## config.mk

```make
export PLATFORM = sky130hd
export DESIGN_NAME = vd_frame_ctrl
export DESIGN_NICKNAME = d
export VERILOG_FILES = /design/src/rtl/vd_frame_ctrl.sv
export SDC_FILE = /design/constraint.sdc
export NUM_CORES = 1
export LEC_CHECK = 0
export ABC_CLOCK_PERIOD_IN_PS = 1700
export CELL_PAD_IN_SITES_DETAIL_PLACEMENT = 0
export CELL_PAD_IN_SITES_GLOBAL_PLACEMENT = 1
export CORE_MARGIN = 3
export CORE_UTILIZATION = 35
export DETAILED_ROUTE_END_ITERATION = 8
export DONT_BUFFER_PORTS = 1
export PLACE_DENSITY_LB_ADDON = 0.05
export SYNTH_ARGS = -nofsm -noshare
export SYNTH_HDL_FRONTEND = slang
export SYNTH_SLANG_ARGS = --single-unit
export TNS_END_PERCENT = 1
```

## constraint.sdc

```tcl
create_clock -name CLOCK -period 1.7 [get_ports CLOCK]
set_input_delay 0.34 -clock CLOCK [delete_from_list [all_inputs] [get_ports CLOCK]]
set_output_delay 0.34 -clock CLOCK [all_outputs]
set_load 0.01 [all_outputs]
```

## src/rtl/vd_frame_ctrl.sv

```systemverilog
// Frame sequencer for the Viterbi(9) encode/decode pair: feeds payload and tail zeros to the
// encoder, times the decoder latency and captures decoded bits. Optional checker: VD_FRAME_CHECK_EN.
module vd_frame_ctrl #(
    parameter int FRAME_LEN = 18,
    parameter int TAIL_LEN  = 8,
    parameter int DEC_LAT   = 40
) (
    input  logic                             CLOCK,
    input  logic                             Reset,
    input  logic                             sym_tick,
    input  logic                             start,
    input  logic                             in_valid,
    input  logic                             in_bit,
    output logic                             in_ready,
    output logic                             enc_bit,
    output logic                             dec_rst_n,
    output logic                             dec_active,
    input  logic                             dec_bit,
    output logic                             out_valid,
    output logic                             out_bit,
    output logic                             busy,
    output logic                             done,
    output logic                             underrun,
    output logic [$clog2(FRAME_LEN+1)-1:0]   err_count
);

    localparam int TW = $clog2(FRAME_LEN + DEC_LAT + 1);
    localparam int EW = $clog2(FRAME_LEN + 1);
    localparam logic [TW-1:0] LOAD_LAST_T = TW'(FRAME_LEN - 1);
    localparam logic [TW-1:0] TAIL_LAST_T = TW'(FRAME_LEN + TAIL_LEN - 1);
    localparam logic [TW-1:0] CAP_FIRST_T = TW'(DEC_LAT);
    localparam logic [TW-1:0] CAP_LAST_T  = TW'(FRAME_LEN + DEC_LAT - 1);

    typedef enum logic [2:0] {
        ST_IDLE  = 3'd0,
        ST_LOAD  = 3'd1,
        ST_TAIL  = 3'd2,
        ST_DRAIN = 3'd3,
        ST_DONE  = 3'd4
    } state_t;

    state_t        state_r;
    state_t        state_nxt_s;
    logic [TW-1:0] t_r;
    logic          start_s;
    logic          load_tick_s;
    logic          run_tick_s;
    logic          cap_s;
    logic          cap_last_s;
    logic          enc_bit_r;
    logic          dec_rst_n_r;
    logic          dec_active_r;
    logic          out_valid_r;
    logic          out_bit_r;
    logic          busy_r;
    logic          done_r;
    logic          underrun_r;

    assign start_s     = (state_r == ST_IDLE) && start;
    assign load_tick_s = (state_r == ST_LOAD) && sym_tick;
    assign run_tick_s  = sym_tick && ((state_r == ST_LOAD) || (state_r == ST_TAIL) ||
                                      (state_r == ST_DRAIN));
    // Decoded bit k appears DEC_LAT ticks after payload bit k was launched.
    assign cap_s       = run_tick_s && (t_r >= CAP_FIRST_T);
    assign cap_last_s  = cap_s && (t_r == CAP_LAST_T);

    assign in_ready   = load_tick_s;
    assign enc_bit    = enc_bit_r;
    assign dec_rst_n  = dec_rst_n_r;
    assign dec_active = dec_active_r;
    assign out_valid  = out_valid_r;
    assign out_bit    = out_bit_r;
    assign busy       = busy_r;
    assign done       = done_r;
    assign underrun   = underrun_r;

    // Next-state selection; the final capture wins over the phase boundaries.
    always_comb begin
        state_nxt_s = state_r;
        case (state_r)
            ST_IDLE: begin
                if (start) begin
                    state_nxt_s = ST_LOAD;
                end else begin
                    state_nxt_s = ST_IDLE;
                end
            end
            ST_LOAD: begin
                if (cap_last_s) begin
                    state_nxt_s = ST_DONE;
                end else if (sym_tick && (t_r == LOAD_LAST_T)) begin
                    state_nxt_s = ST_TAIL;
                end else begin
                    state_nxt_s = ST_LOAD;
                end
            end
            ST_TAIL: begin
                if (cap_last_s) begin
                    state_nxt_s = ST_DONE;
                end else if (sym_tick && (t_r == TAIL_LAST_T)) begin
                    state_nxt_s = ST_DRAIN;
                end else begin
                    state_nxt_s = ST_TAIL;
                end
            end
            ST_DRAIN: begin
                if (cap_last_s) begin
                    state_nxt_s = ST_DONE;
                end else begin
                    state_nxt_s = ST_DRAIN;
                end
            end
            ST_DONE: state_nxt_s = ST_IDLE;
            default: state_nxt_s = ST_IDLE;
        endcase
    end

    // State, tick counter and registered frame outputs.
    always_ff @(posedge CLOCK) begin
        if (!Reset) begin
            state_r      <= ST_IDLE;
            t_r          <= {TW{1'b0}};
            enc_bit_r    <= 1'b0;
            dec_rst_n_r  <= 1'b1;
            dec_active_r <= 1'b0;
            out_valid_r  <= 1'b0;
            out_bit_r    <= 1'b0;
            busy_r       <= 1'b0;
            done_r       <= 1'b0;
            underrun_r   <= 1'b0;
        end else begin
            state_r      <= state_nxt_s;
            dec_rst_n_r  <= ~start_s;
            dec_active_r <= (state_nxt_s != ST_IDLE);
            busy_r       <= (state_nxt_s != ST_IDLE);
            done_r       <= (state_r == ST_DONE);
            out_valid_r  <= cap_s;
            if (cap_s) begin
                out_bit_r <= dec_bit;
            end
            if (start_s) begin
                t_r <= {TW{1'b0}};
            end else if (run_tick_s) begin
                t_r <= t_r + TW'(1);
            end
            // A missing payload bit is sent as zero so frame alignment never slips.
            if (load_tick_s) begin
                enc_bit_r <= in_valid & in_bit;
            end else if (run_tick_s) begin
                enc_bit_r <= 1'b0;
            end
            if (start_s) begin
                underrun_r <= 1'b0;
            end else if (load_tick_s && !in_valid) begin
                underrun_r <= 1'b1;
            end
        end
    end

`ifdef VD_FRAME_CHECK_EN
    localparam int IW = (FRAME_LEN > 1) ? $clog2(FRAME_LEN) : 1;

    logic [FRAME_LEN-1:0] pay_r;
    logic [EW-1:0]        err_r;
    logic [IW-1:0]        load_idx_s;
    logic [IW-1:0]        cap_idx_s;
    logic                 mis_s;

    assign load_idx_s = IW'(t_r);
    assign cap_idx_s  = IW'(t_r - CAP_FIRST_T);
    assign mis_s      = dec_bit ^ pay_r[cap_idx_s];
    assign err_count  = err_r;

    // Payload store and decoded-vs-sent mismatch counter.
    always_ff @(posedge CLOCK) begin
        if (!Reset) begin
            pay_r <= {FRAME_LEN{1'b0}};
            err_r <= {EW{1'b0}};
        end else begin
            if (start_s) begin
                err_r <= {EW{1'b0}};
            end else if (cap_s && mis_s) begin
                err_r <= err_r + EW'(1);
            end
            if (load_tick_s) begin
                pay_r[load_idx_s] <= in_valid & in_bit;
            end
        end
    end
`else
    assign err_count = {EW{1'b0}};
`endif

endmodule

```

Yosys cells after proc, flatten, opt, wreduce, memory -nomap -nowiden
Index checks and enable logic that the tools add are counted.

storage, ports and cells
  register bits after elaboration = 16
  bits in latches = 0
  memory bits (writable) = 0
  bits in read-only memories = 0
  output and inout bits = 14
  word-level logic and storage cells = 45
  memories kept = 0

operators by class
  add/sub/neg operators = 1
  $mul = 0
  div/mod/pow operators = 0
  order comparisons = 1
  eq/ne operators = 7
  shift operators = 0
  mux-type cells = 9
  bitwise operators = 3
  reduce and logical (&&, ||, !) cells = 15

operators by type and width
  operator               count
  $eq A6 B5 Y1 const B   2
  $pmux W3 S4            1
  $mux W3                3
  $logic_and A1 B1 Y1    8
  $add A6 B1 Y6 const B  1
  $eq A3 B2 Y1 const B   2
  $eq A6 B6 Y1 const B   1
  $ge A6 B6 Y1 const B   1
  $mux W1                4
  $eq A3 B1 Y1 const B   1
  $eq A3 B3 Y1 const B   1
  $logic_not A3 Y1       1
  $reduce_bool A3 Y1     1
  $logic_or A1 B1 Y1     2
  $mux W2                1
  $not A1 Y1             2
  $reduce_bool A2 Y1     1
  $reduce_or A2 Y1       1
  $and A1 B1 Y1          1
  $logic_not A1 Y1       1

Depth between registers and ports, before layout
Gate-level depths: netlist (run 1).

  depth in word-level cells = 9
  depth in mapped cells = 6

Least setup slack after synthesis (run 1)
Ideal clock, no wire load.

  path type = reg-to-reg
  start = register t_r[0]
  end = register state_r[0]
  setup time = 0.067 ns
  arrival = 1.314 ns
  data required time = 1.633 ns
  path slack = 0.319 ns
  stages on the path, launching flop included = 6
  path buffers = 0
  period minus slack after synthesis = 1.381 ns
  cells stage by stage = dfxtp_1 > ha_1 > inv_1 > or4_1 > and3_1 > o21ai_2

on the way
  cells in the longest elaborated chain, start to end = 5
  elaborated cells between the ends (all ways) = 14
  those cells by class = 1 x order compare; 3 x eq/ne; 6 x mux; 4 x reduce/logical

RTL lines
  element                                            line         RTL
  from (decl)                                        44           logic [TW-1:0] t_r;
  from (signal assigned)                             122          t_r <= {TW{1'b0}};
  from (signal assigned)                             142          t_r <= {TW{1'b0}};
  from (signal assigned)                             144          t_r <= t_r + TW'(1);
  $ge A6 B6 Y1, or another cell as far along         64           assign cap_s = run_tick_s && (t_r >= CAP_FIRST_T);
  $logic_and A1 B1 Y1 (on tied branches)             64, 100, 91
  $logic_and A1 B1 Y1, or another cell as far along  65           assign cap_last_s = cap_s && (t_r == CAP_LAST_T);
  $mux W3 (on tied branches)                         107, 89, 98
  $pmux W3 S4 (*)                                    80           case (state_r)
  to (signal assigned)                               132          state_r <= state_nxt_s;
  to (decl)                                          42           state_t state_r;

Every way passes the cells marked *; elsewhere a longest branch is shown, timed or not.
A chain may end at the register's enable or synchronous reset.

Worst setup path in the final report (run 1)
  start = register state_r[2]
  end = output in_ready

on the way
  cells in the longest elaborated chain, start to end = 2

RTL lines
  element              line  RTL
  $eq A3 B1 Y1         60    assign load_tick_s = (state_r == ST_LOAD) && sym_tick;
  $logic_and A1 B1 Y1  60
  to (decl)            14    output logic in_ready,

No other way between the ends.

==> flow_summary.yaml, run 1 <==
timing:
  period_needed_ns: 1.541
  layout_worst_path_cycle_share: 0.9063
  skew_ns: 0.002916
  setup_tns_ns: 0
  rsz0062_at_grt: "false"
  whs_ns: 0.1826
  max_freq_mhz: 649.1
  maxSlewViolCount: 0
  finalSetupViolations: 0
  hold_viol: 0
setup_path:
  worst_ep_required_time_ns: 1.36
  crit_type: "reg2out"
  start_kind: "register"
  critPathCaptureType: "primary output"
  slowest_stage: "dfxtp_1"
  path_buf_inv: 1
  cp_max_fo: 6
  arrival_ns: 1.20
  path_cells: "nand2b_4 -> nor3b_1 -> buf_4"
  slowest_delay_ns: 0.37
  cp_top_family: "simple AND/OR/NAND/NOR gates"
die:
  die_w_um: 52.89
  io_pins: 21
  start_util: 0.3806
  die_y_um: 52.89
  coreArea_mm2: 0.002022
  dieArea_mm2: 0.002797
  rows: 16
layout:
  nNetsFinal: 105
  fill_cells: 223
  multiInputGateArea_um2: 384.1
  diodes: 0
  regArea_um2: 320.3
  area_delta_synth_final_pct: 5.203
  drive_above_1_share: 0.09677
synthesis:
  yosys.cell_types.count: 33
  synth_warnings: 0
  synthCells: 91
  syn_avg_cell_area_um2: 8.456
  ys_seq_area_frac: 0.4163
  netlist_area_um2: 769.5
  ys_ff_latch: 16
cts:
  htreeDepth: 1
  insertion_delay_ns: 0.28
  cts_root_buffer: "clkbuf_4"
  cts_max_path_buffers: 2
  cts_hold_buf: 0
  clock_sinks: 16
  numCtsBuffers: 3
  post_cts_resized: 0
  clk_pin_slew_ns: 0.09
  cts_tree: "built"
  post_cts_buffers: 0
power_and_ir_drop:
  ir_drop_mv: 0.3029
  pwr_density_cell_mw_per_mm2: 803.8
  leakagePower_nw: 0.3122
routing:
  wl_um: 1425
  dr_total_vias: 579
  vias_per_cell: 4.825
  drtIter0Drc: 1
  remaining_drc_errors: 0
  first_pass_iters: 4
  antenna_left: 0
  post_drt_wl_per_cell_um: 11.88
grt:
  grt_use_total: 0.1182
  antenna_found_initial: 0
  grt_overflow: 0
  grt_pass1_vias: 531
  grt_max_degree: 9
  grt_pass1_wl_um: 2366
min_path:
  hold_path.class: "in2reg"
outcome:
  status: "complete, no violations"
run:
  drv_cap: 0
placement:
  dp_hpwl_um: 1136
  routabilityCongestion: 0.7493
  portBuffers: 0
cell usage after synthesis:
cell type,number,area (um^2)
xnor2_1,3,26.28
nor3_1,3,15.01
o2111ai_1,1,8.760
o21ai_0,2,10.01
clkbuf_1,1,3.750
xor2_1,2,17.52
nor3b_1,1,7.510
a31oi_1,1,6.260
and4b_1,1,10.01
or2_2,1,6.260
buf_4,6,45.04
and2_1,1,6.260
or4_1,1,7.510
nand2_1,4,15.01
o21a_1,1,7.510
o21ai_2,1,8.760
nand3b_1,1,7.510
o311ai_0,1,8.760
nand4_1,2,12.51
nor2_1,14,52.55
nor2b_1,2,12.51
nand2b_4,1,13.76
buf_2,1,5.000
a21oi_1,4,20.02
o21ai_1,1,5.000
inv_1,7,26.28
dfxtp_1,16,320.3
mux2i_1,1,10.01
ha_1,3,37.54
nor4_1,1,6.260
nand3_1,4,20.02
and3_1,1,6.260
conb_1,1,3.750
cells in the final DEF (no fill, tap or decap), types with 2 or more instances in the layout:
cell type | Yosys | layout
dfxtp_1 | 16 | 16
nor2_1 | 14 | 14
inv_1 | 7 | 7
conb_1 | 1 | 5
nand2_1 | 4 | 4
nand3_1 | 4 | 4
a21oi_1 | 4 | 4
xnor2_1 | 3 | 3
nor3_1 | 3 | 3
ha_1 | 3 | 3
clkbuf_4 | 0 | 3
buf_4 | 6 | 3
nor2b_1 | 2 | 2
nand4_1 | 2 | 2
o21ai_0 | 2 | 2
xor2_1 | 2 | 2
layer usage:
metal,track usage,wire length (um),share of wire
met1,0.1404,667,0.47
met2,0.1901,673,0.47
met3,0.03380,84,0.059
met4,0.06383,0,0
met5,0,0,0
state kept, by name, summed over array words and instances, names as in the netlist:
name       cells
t_r            6
state_r        3
busy           1
dec_rst_n      1
done           1
enc_bit        1
out_bit        1
out_valid      1
underrun       1
cells by family (layout without fill, tap and decap cells):
group                      Yosys count  count (layout)  share of synthesized area
AOI/OAI and AO/OA                   12              12                    0.09757
xor gates and xnor gates             5               5                    0.05692
adders and majority gates            3               3                    0.04879
buffers and inverters               15              13                     0.1041
DFF                                 16              16                     0.4163
muxes                                1               1                    0.01301
other                                1               5                   0.004873
and+or+nand+nor                     38              38                     0.2585
metrics by stage:
| step | area (um^2) | utilization | setup slack, ns | instances | power, mW |
|---|---|---|---|---|---|
| 6_report | 809.5 | 0.4004 | 0.1594 | 120 | 0.6507 |
| 5_1_grt | 809.5 | 0.4004 | 0.05680 | 120 | 0.6920 |
| 4_1_cts | 809.5 | 0.4004 | 0.1369 | 120 | 0.6606 |
| 3_5_place_dp | 787.0 | 0.3892 | 0.2338 | 117 | 0.4675 |
| 3_3_place_gp | 787.0 | 0.3892 | 0.2666 | 117 | 0.4687 |
| 2_1_floorplan | 784.5 | - | 0.3188 | 95 | 0.4625 |
where the power goes:
group          internal, mW  leakage (nW)  switching, mW
clock                0.0820        0.0138          0.111
sequential            0.384         0.130         0.0120
combinational        0.0223         0.169         0.0397
total                 0.488         0.312          0.162
layout make-up:
class | count | share of cell area
Clock buffer | 3 | 0.02782
Timing Repair Buffer | 3 | 0.02782
Sequential cell | 16 | 0.3957
Multi-Input combinational cell | 64 | 0.4745
Inverter | 7 | 0.03246
Tap cell | 27 | 0.04173
worst register-to-register path: cells and delay by family, from the launching register on:
kind | cells | cell delay [ns]
buffers and inverters | 1 | 0.06
adders and majority gates | 1 | 0.19
AOI/OAI and AO/OA | 1 | 0.09
DFF | 1 | 0.42
and+or+nand+nor | 2 | 0.65
worst paths after layout:
path                                       startpoint  slack (ns)  depth (start not counted)                    end
worst max-delay path            state_r[2]$_SDFF_PN0_        0.16                          3               in_ready
worst min-delay path                            start        0.18                          1   dec_rst_n$_SDFF_PN1_
worst max register to register    t_r[0]$_SDFFE_PP0P_        0.23                          5  state_r[0]$_SDFF_PN0_
worst min register to register   enc_bit$_SDFFE_PN0P_        0.53                          2   enc_bit$_SDFFE_PN0P_
Note: power is estimated with default switching activity, not from simulation.
==> run 2, diff against run 1 <==
- CAP_MARGIN: unset -> 25
- CELL_PAD_IN_SITES_DETAIL_PLACEMENT: 0 -> 2
- CELL_PAD_IN_SITES_GLOBAL_PLACEMENT: 1 -> 2
- CORE_UTILIZATION: 35 -> 34
==> run 2 against run 1 <==
Utilization fell by 0.39 points. Sequential share of layout area did not move. Wire length increased by 20%. Critical endpoint unchanged. Largest cell class unchanged.
==> flow_summary.yaml, run 2 (same netlist as run 1, synthesis figures left out) <==
setup_path:
  reg2reg_to: "state_r[0]$_SDFF_PN0_"
  crit_type: "reg2out"
  cp_max_fo: 6
  worst_ep_required_time_ns: 1.36
  timing.rr.start: "t_r[1]$_SDFFE_PP0P_"
  endpoint: "in_ready"
  start_kind: "register"
  arrival_ns: 1.20
  setup.worst_path.start: "state_r[2]$_SDFF_PN0_"
  regToRegSetupSlack_ns: 0.22
  critPathCaptureType: "primary output"
  reg2reg_depth: 6
layout:
  diodes: 0
  largest_register_ffs: 6
  largest_register: "t_r"
  nNetsFinal: 105
  layout_commonest_cell: "dfxtp_1"
  area_delta_synth_final_pct: 5.203
  reg_top3: "t_r (6), state_r (3)"
  layout_common_cells: "dfxtp_1, nor2_1, inv_1"
  drive_above_1_share: 0.09677
  fill_cells: 260
power_and_ir_drop:
  swShare: 0.2565
  leakagePower_nw: 0.3122
  power_frac_seq: 0.603
  switchingPower_mw: 0.1686
  pwr_density_cell_mw_per_mm2: 811.9
  internal-power_mw: 0.4886
  clkPwrFrac: 0.299
  p_comb_frac: 0.098
  ir_drop_mv: 0.2849
cts:
  cts_tree: "built"
  numCtsBuffers: 3
  clk_pin_slew_ns: 0.09
  cts_hold_buf: 0
  clock_sinks: 16
  post_cts_resized: 0
  cts_max_path_buffers: 2
  post_cts_buffers: 0
  htreeDepth: 1
  cts_root_buffer: "clkbuf_4"
  insertion_delay_ns: 0.28
routing:
  antenna_left: 0
  remaining_drc_errors: 0
  drtIter0Drc: 2
  post_drt_wl_per_cell_um: 14.31
  first_pass_iters: 3
  wl_um: 1717
  dr_total_vias: 604
  vias_per_cell: 5.033
grt:
  grt_overflow: 0
  grt_pass1_vias: 606
  grt_max_degree: 9
  grt_pass1_wl_um: 2877
  antenna_found_initial: 0
  grt_use_total: 0.1408
timing:
  rsz0062_at_grt: "false"
  hold_viol: 0
  setup_tns_ns: 0
  whs_ns: 0.1820
  finalSetupViolations: 0
  layout_worst_path_cycle_share: 0.9074
  period_needed_ns: 1.543
  skew_ns: 0.005874
  max_freq_mhz: 648.3
  setup_slack_ns: 0.1575
  maxSlewViolCount: 0
die:
  die_w_um: 53.58
  coreArea_mm2: 0.002042
  rows: 16
  die_y_um: 53.58
  start_util: 0.3768
  dieArea_mm2: 0.002870
  io_pins: 21
run:
  drv_cap: 0
placement:
  routabilityCongestion: 0.7547
  portBuffers: 0
  dp_slack_ns: 0.2192
  dp_hpwl_um: 1381
outcome:
  status: "complete, no violations"
min_path:
  hold_path.class: "in2reg"
[run 2: layout make-up]
cell class | instances | area, um^2 | share of cell area
clock buffer | 3 | 22.52 | 0.02782
inverter | 7 | 26.28 | 0.03246
multi-input combinational | 64 | 384.1 | 0.4745
sequential | 16 | 320.3 | 0.3957
tap | 27 | 33.78 | 0.04173
timing repair buffer | 3 | 22.52 | 0.02782
[run 2: layer usage]
metal	wire length (um)	global-route usage	part of all wire
met1	776	0.1786	0.45
met4	17	0.06383	0.0099
met3	75	0.03878	0.044
met5	0	0	0
met2	847	0.2204	0.49
[run 2: worst max-delay path, cell delays in order (launching register included)]
cell,delay (ns)
dfxtp_1,0.38
nand2b_4,0.19
nor3b_1,0.20
buf_4,0.16
[run 2: power groups by stage]
stage	sequential, mW	clock (mW)	combinational (mW)
floorplan	0.401	0	0.0610
finish	0.396	0.196	0.0645
global placement	0.405	0	0.0639
global route	0.399	0.231	0.0731
detailed placement	0.405	0	0.0647
CTS	0.397	0.208	0.0653
[run 2: metrics by stage]
stage / total power, mW / utilization / cells / instance area (um^2)
after floorplan: 0.4625 / - / 95 / 784.5
after global placement: 0.4690 / 0.3854 / 117 / 787.0
after detailed placement: 0.4700 / 0.3854 / 117 / 787.0
after CTS: 0.6701 / 0.3964 / 120 / 809.5
after global routing: 0.7027 / 0.3964 / 120 / 809.5
final: 0.6572 / 0.3964 / 120 / 809.5
[run 2: how the worst min path moves through the flow]
stage | slack [ns] | startpoint | to | depth (start not counted)
after global routing | 0.17 | start | busy$_SDFF_PN0_ | 1
after global placement | 0.47 | start | busy$_SDFF_PN0_ | 1
final | 0.18 | start | dec_rst_n$_SDFF_PN1_ | 1
after CTS | 0.18 | start | dec_rst_n$_SDFF_PN1_ | 1
after detailed placement | 0.48 | start | busy$_SDFF_PN0_ | 1
after floorplan | 0.45 | start | dec_rst_n$_SDFF_PN1_ | 1
==> run 3, diff against run 2 <==
==> constraint.sdc (replaced) <==
create_clock -name CLOCK -period 1.7 [get_ports CLOCK]
set_input_delay 0.51 -clock CLOCK [delete_from_list [all_inputs] [get_ports CLOCK]]
set_output_delay 0.51 -clock CLOCK [all_outputs]
set_load 0.01 [all_outputs]
==> run 3 against run 2 <==
Clock power grew 30%. Register-to-register slack is essentially flat. First-iteration DRC count grew 100%. Worst setup slack lost 0.10 ns. Count of clock-buffer cells in the layout grew 1.
==> flow_summary.yaml, run 3 (same netlist as run 1, synthesis figures left out) <==
setup_path:
  critPathCaptureType: "primary output"
  cp_max_fo: 5
  arrival_ns: 1.13
  crit_type: "reg2out"
  worst_ep_required_time_ns: 1.19
  start_kind: "register"
timing:
  skew_ns: 0.006854
  max_freq_mhz: 608.7
  layout_worst_path_cycle_share: 0.9664
  maxSlewViolCount: 0
  whs_ns: 0.3404
  hold_viol: 0
  setup_slack_ns: 0.05708
  setup_tns_ns: 0
  finalSetupViolations: 0
  rsz0062_at_grt: "true"
  period_needed_ns: 1.643
grt:
  grt_pass1_vias: 640
  grt_use_total: 0.1532
  grt_max_degree: 10
  antenna_found_initial: 0
  grt_overflow: 0
  grt_pass1_wl_um: 3105
cts:
  htreeDepth: 1
  clk_pin_slew_ns: 0.10
  cts_root_buffer: "clkbuf_4"
  cts_hold_buf: 0
  insertion_delay_ns: 0.29
  numCtsBuffers: 3
  cts_max_path_buffers: 2
  clock_sinks: 16
  cts_tree: "built"
layout:
  final_area_um2: 854.6
  area_delta_synth_final_pct: 11.06
  nNetsFinal: 108
  layout_common_cells: "dfxtp_1, nor2_1, inv_1"
  reg_top3: "t_r (6), state_r (3)"
  layout_commonest_cell: "dfxtp_1"
  fin_cells: 124
  multiInputGateArea_um2: 389.1
  fill_cells: 245
  diodes: 0
  regArea_um2: 324.1
  largest_register: "t_r"
  final_core_util: 0.4185
  largest_register_ffs: 6
  drive_above_1_share: 0.1546
routing:
  vias_per_cell: 4.984
  antenna_left: 0
  first_pass_iters: 3
  post_drt_wl_per_cell_um: 14.79
  drtIter0Drc: 4
  remaining_drc_errors: 0
  wl_um: 1834
  dr_total_vias: 618
run:
  drv_cap: 0
die:
  io_pins: 21
  coreArea_mm2: 0.002042
  die_w_um: 53.58
  start_util: 0.3768
  rows: 16
  dieArea_mm2: 0.002870
  die_y_um: 53.58
power_and_ir_drop:
  internal-power_mw: 0.5392
  leakagePower_nw: 0.3383
  p_comb_frac: 0.099
  swShare: 0.2506
  pwr_density_cell_mw_per_mm2: 841.9
  switchingPower_mw: 0.1803
  clkPwrFrac: 0.354
  total_power_mw: 0.7194
  power_frac_seq: 0.547
  ir_drop_mv: 0.5306
placement:
  dp_slack_ns: 0.2367
  routabilityCongestion: 0.7581
  place_inst: 119
  postPlaceCellArea_um2: 802.0
  dp_hpwl_um: 1414
  portBuffers: 0
min_path:
  hold_path.class: "in2reg"
outcome:
  status: "complete, no violations"
[run 3: cell count changes in the layout (fill, tap and decap cells not counted)]
cell | previous run | this run
dfxtp_1 | 16 | 15
dfxtp_4 | 0 | 1
nor3b_1 | 1 | 0
buf_4 | 3 | 6
clkbuf_8 | 0 | 1
nor3b_2 | 0 | 1
[run 3: routing by layer]
layer  share of wire  vias up  wire length (um)  track usage
met3           0.048        2                88      0.05817
met2            0.52       11               952       0.2469
met1            0.43      304               785       0.1963
li1                -      301                 -            -
met5               0        -                 0            0
met4          0.0038        0                 7      0.02553
[run 3: worst paths after layout]
| kind | startpoint | end | slack, ns | cells after the start |
|---|---|---|---|---|
| max | state_r[2]$_SDFF_PN0_ | in_ready | 0.06 | 3 |
| min | start | busy$_SDFF_PN0_ | 0.34 | 1 |
| max reg2reg | t_r[1]$_SDFFE_PP0P_ | state_r[0]$_SDFF_PN0_ | 0.23 | 6 |
| min reg2reg | enc_bit$_SDFFE_PN0P_ | enc_bit$_SDFFE_PN0P_ | 0.54 | 2 |
[run 3: worst max-delay path, cell delays in order, from the launching register on]
cell,delay [ns]
dfxtp_4,0.37
nand2b_4,0.16
nor3b_2,0.16
buf_4,0.15
[run 3: power by group through the flow]
stage	logic (mW)	clock network (mW)	registers (mW)
floorplan	0.0610	0	0.401
global placement	0.0678	0	0.404
detailed placement	0.0694	0	0.404
CTS	0.0716	0.257	0.395
global route	0.0808	0.282	0.396
finish	0.0711	0.255	0.394
[run 3: layout make-up]
type / count / share of cell area
clock buffers: 4 / 0.04246
inverters: 7 / 0.03075
multi-input cells: 64 / 0.4553
flip-flops and latches: 16 / 0.3792
well taps: 27 / 0.03953
repair buffers: 6 / 0.05271
[run 3: timing repair]
action | 4_1_cts | 5_1_grt
setup buffers | 0 | 1
setup endpoints to repair | 1 | 1
hold endpoints to repair | 0 | 0
resized for setup | 2 | 1
pin swaps | 0 | 1
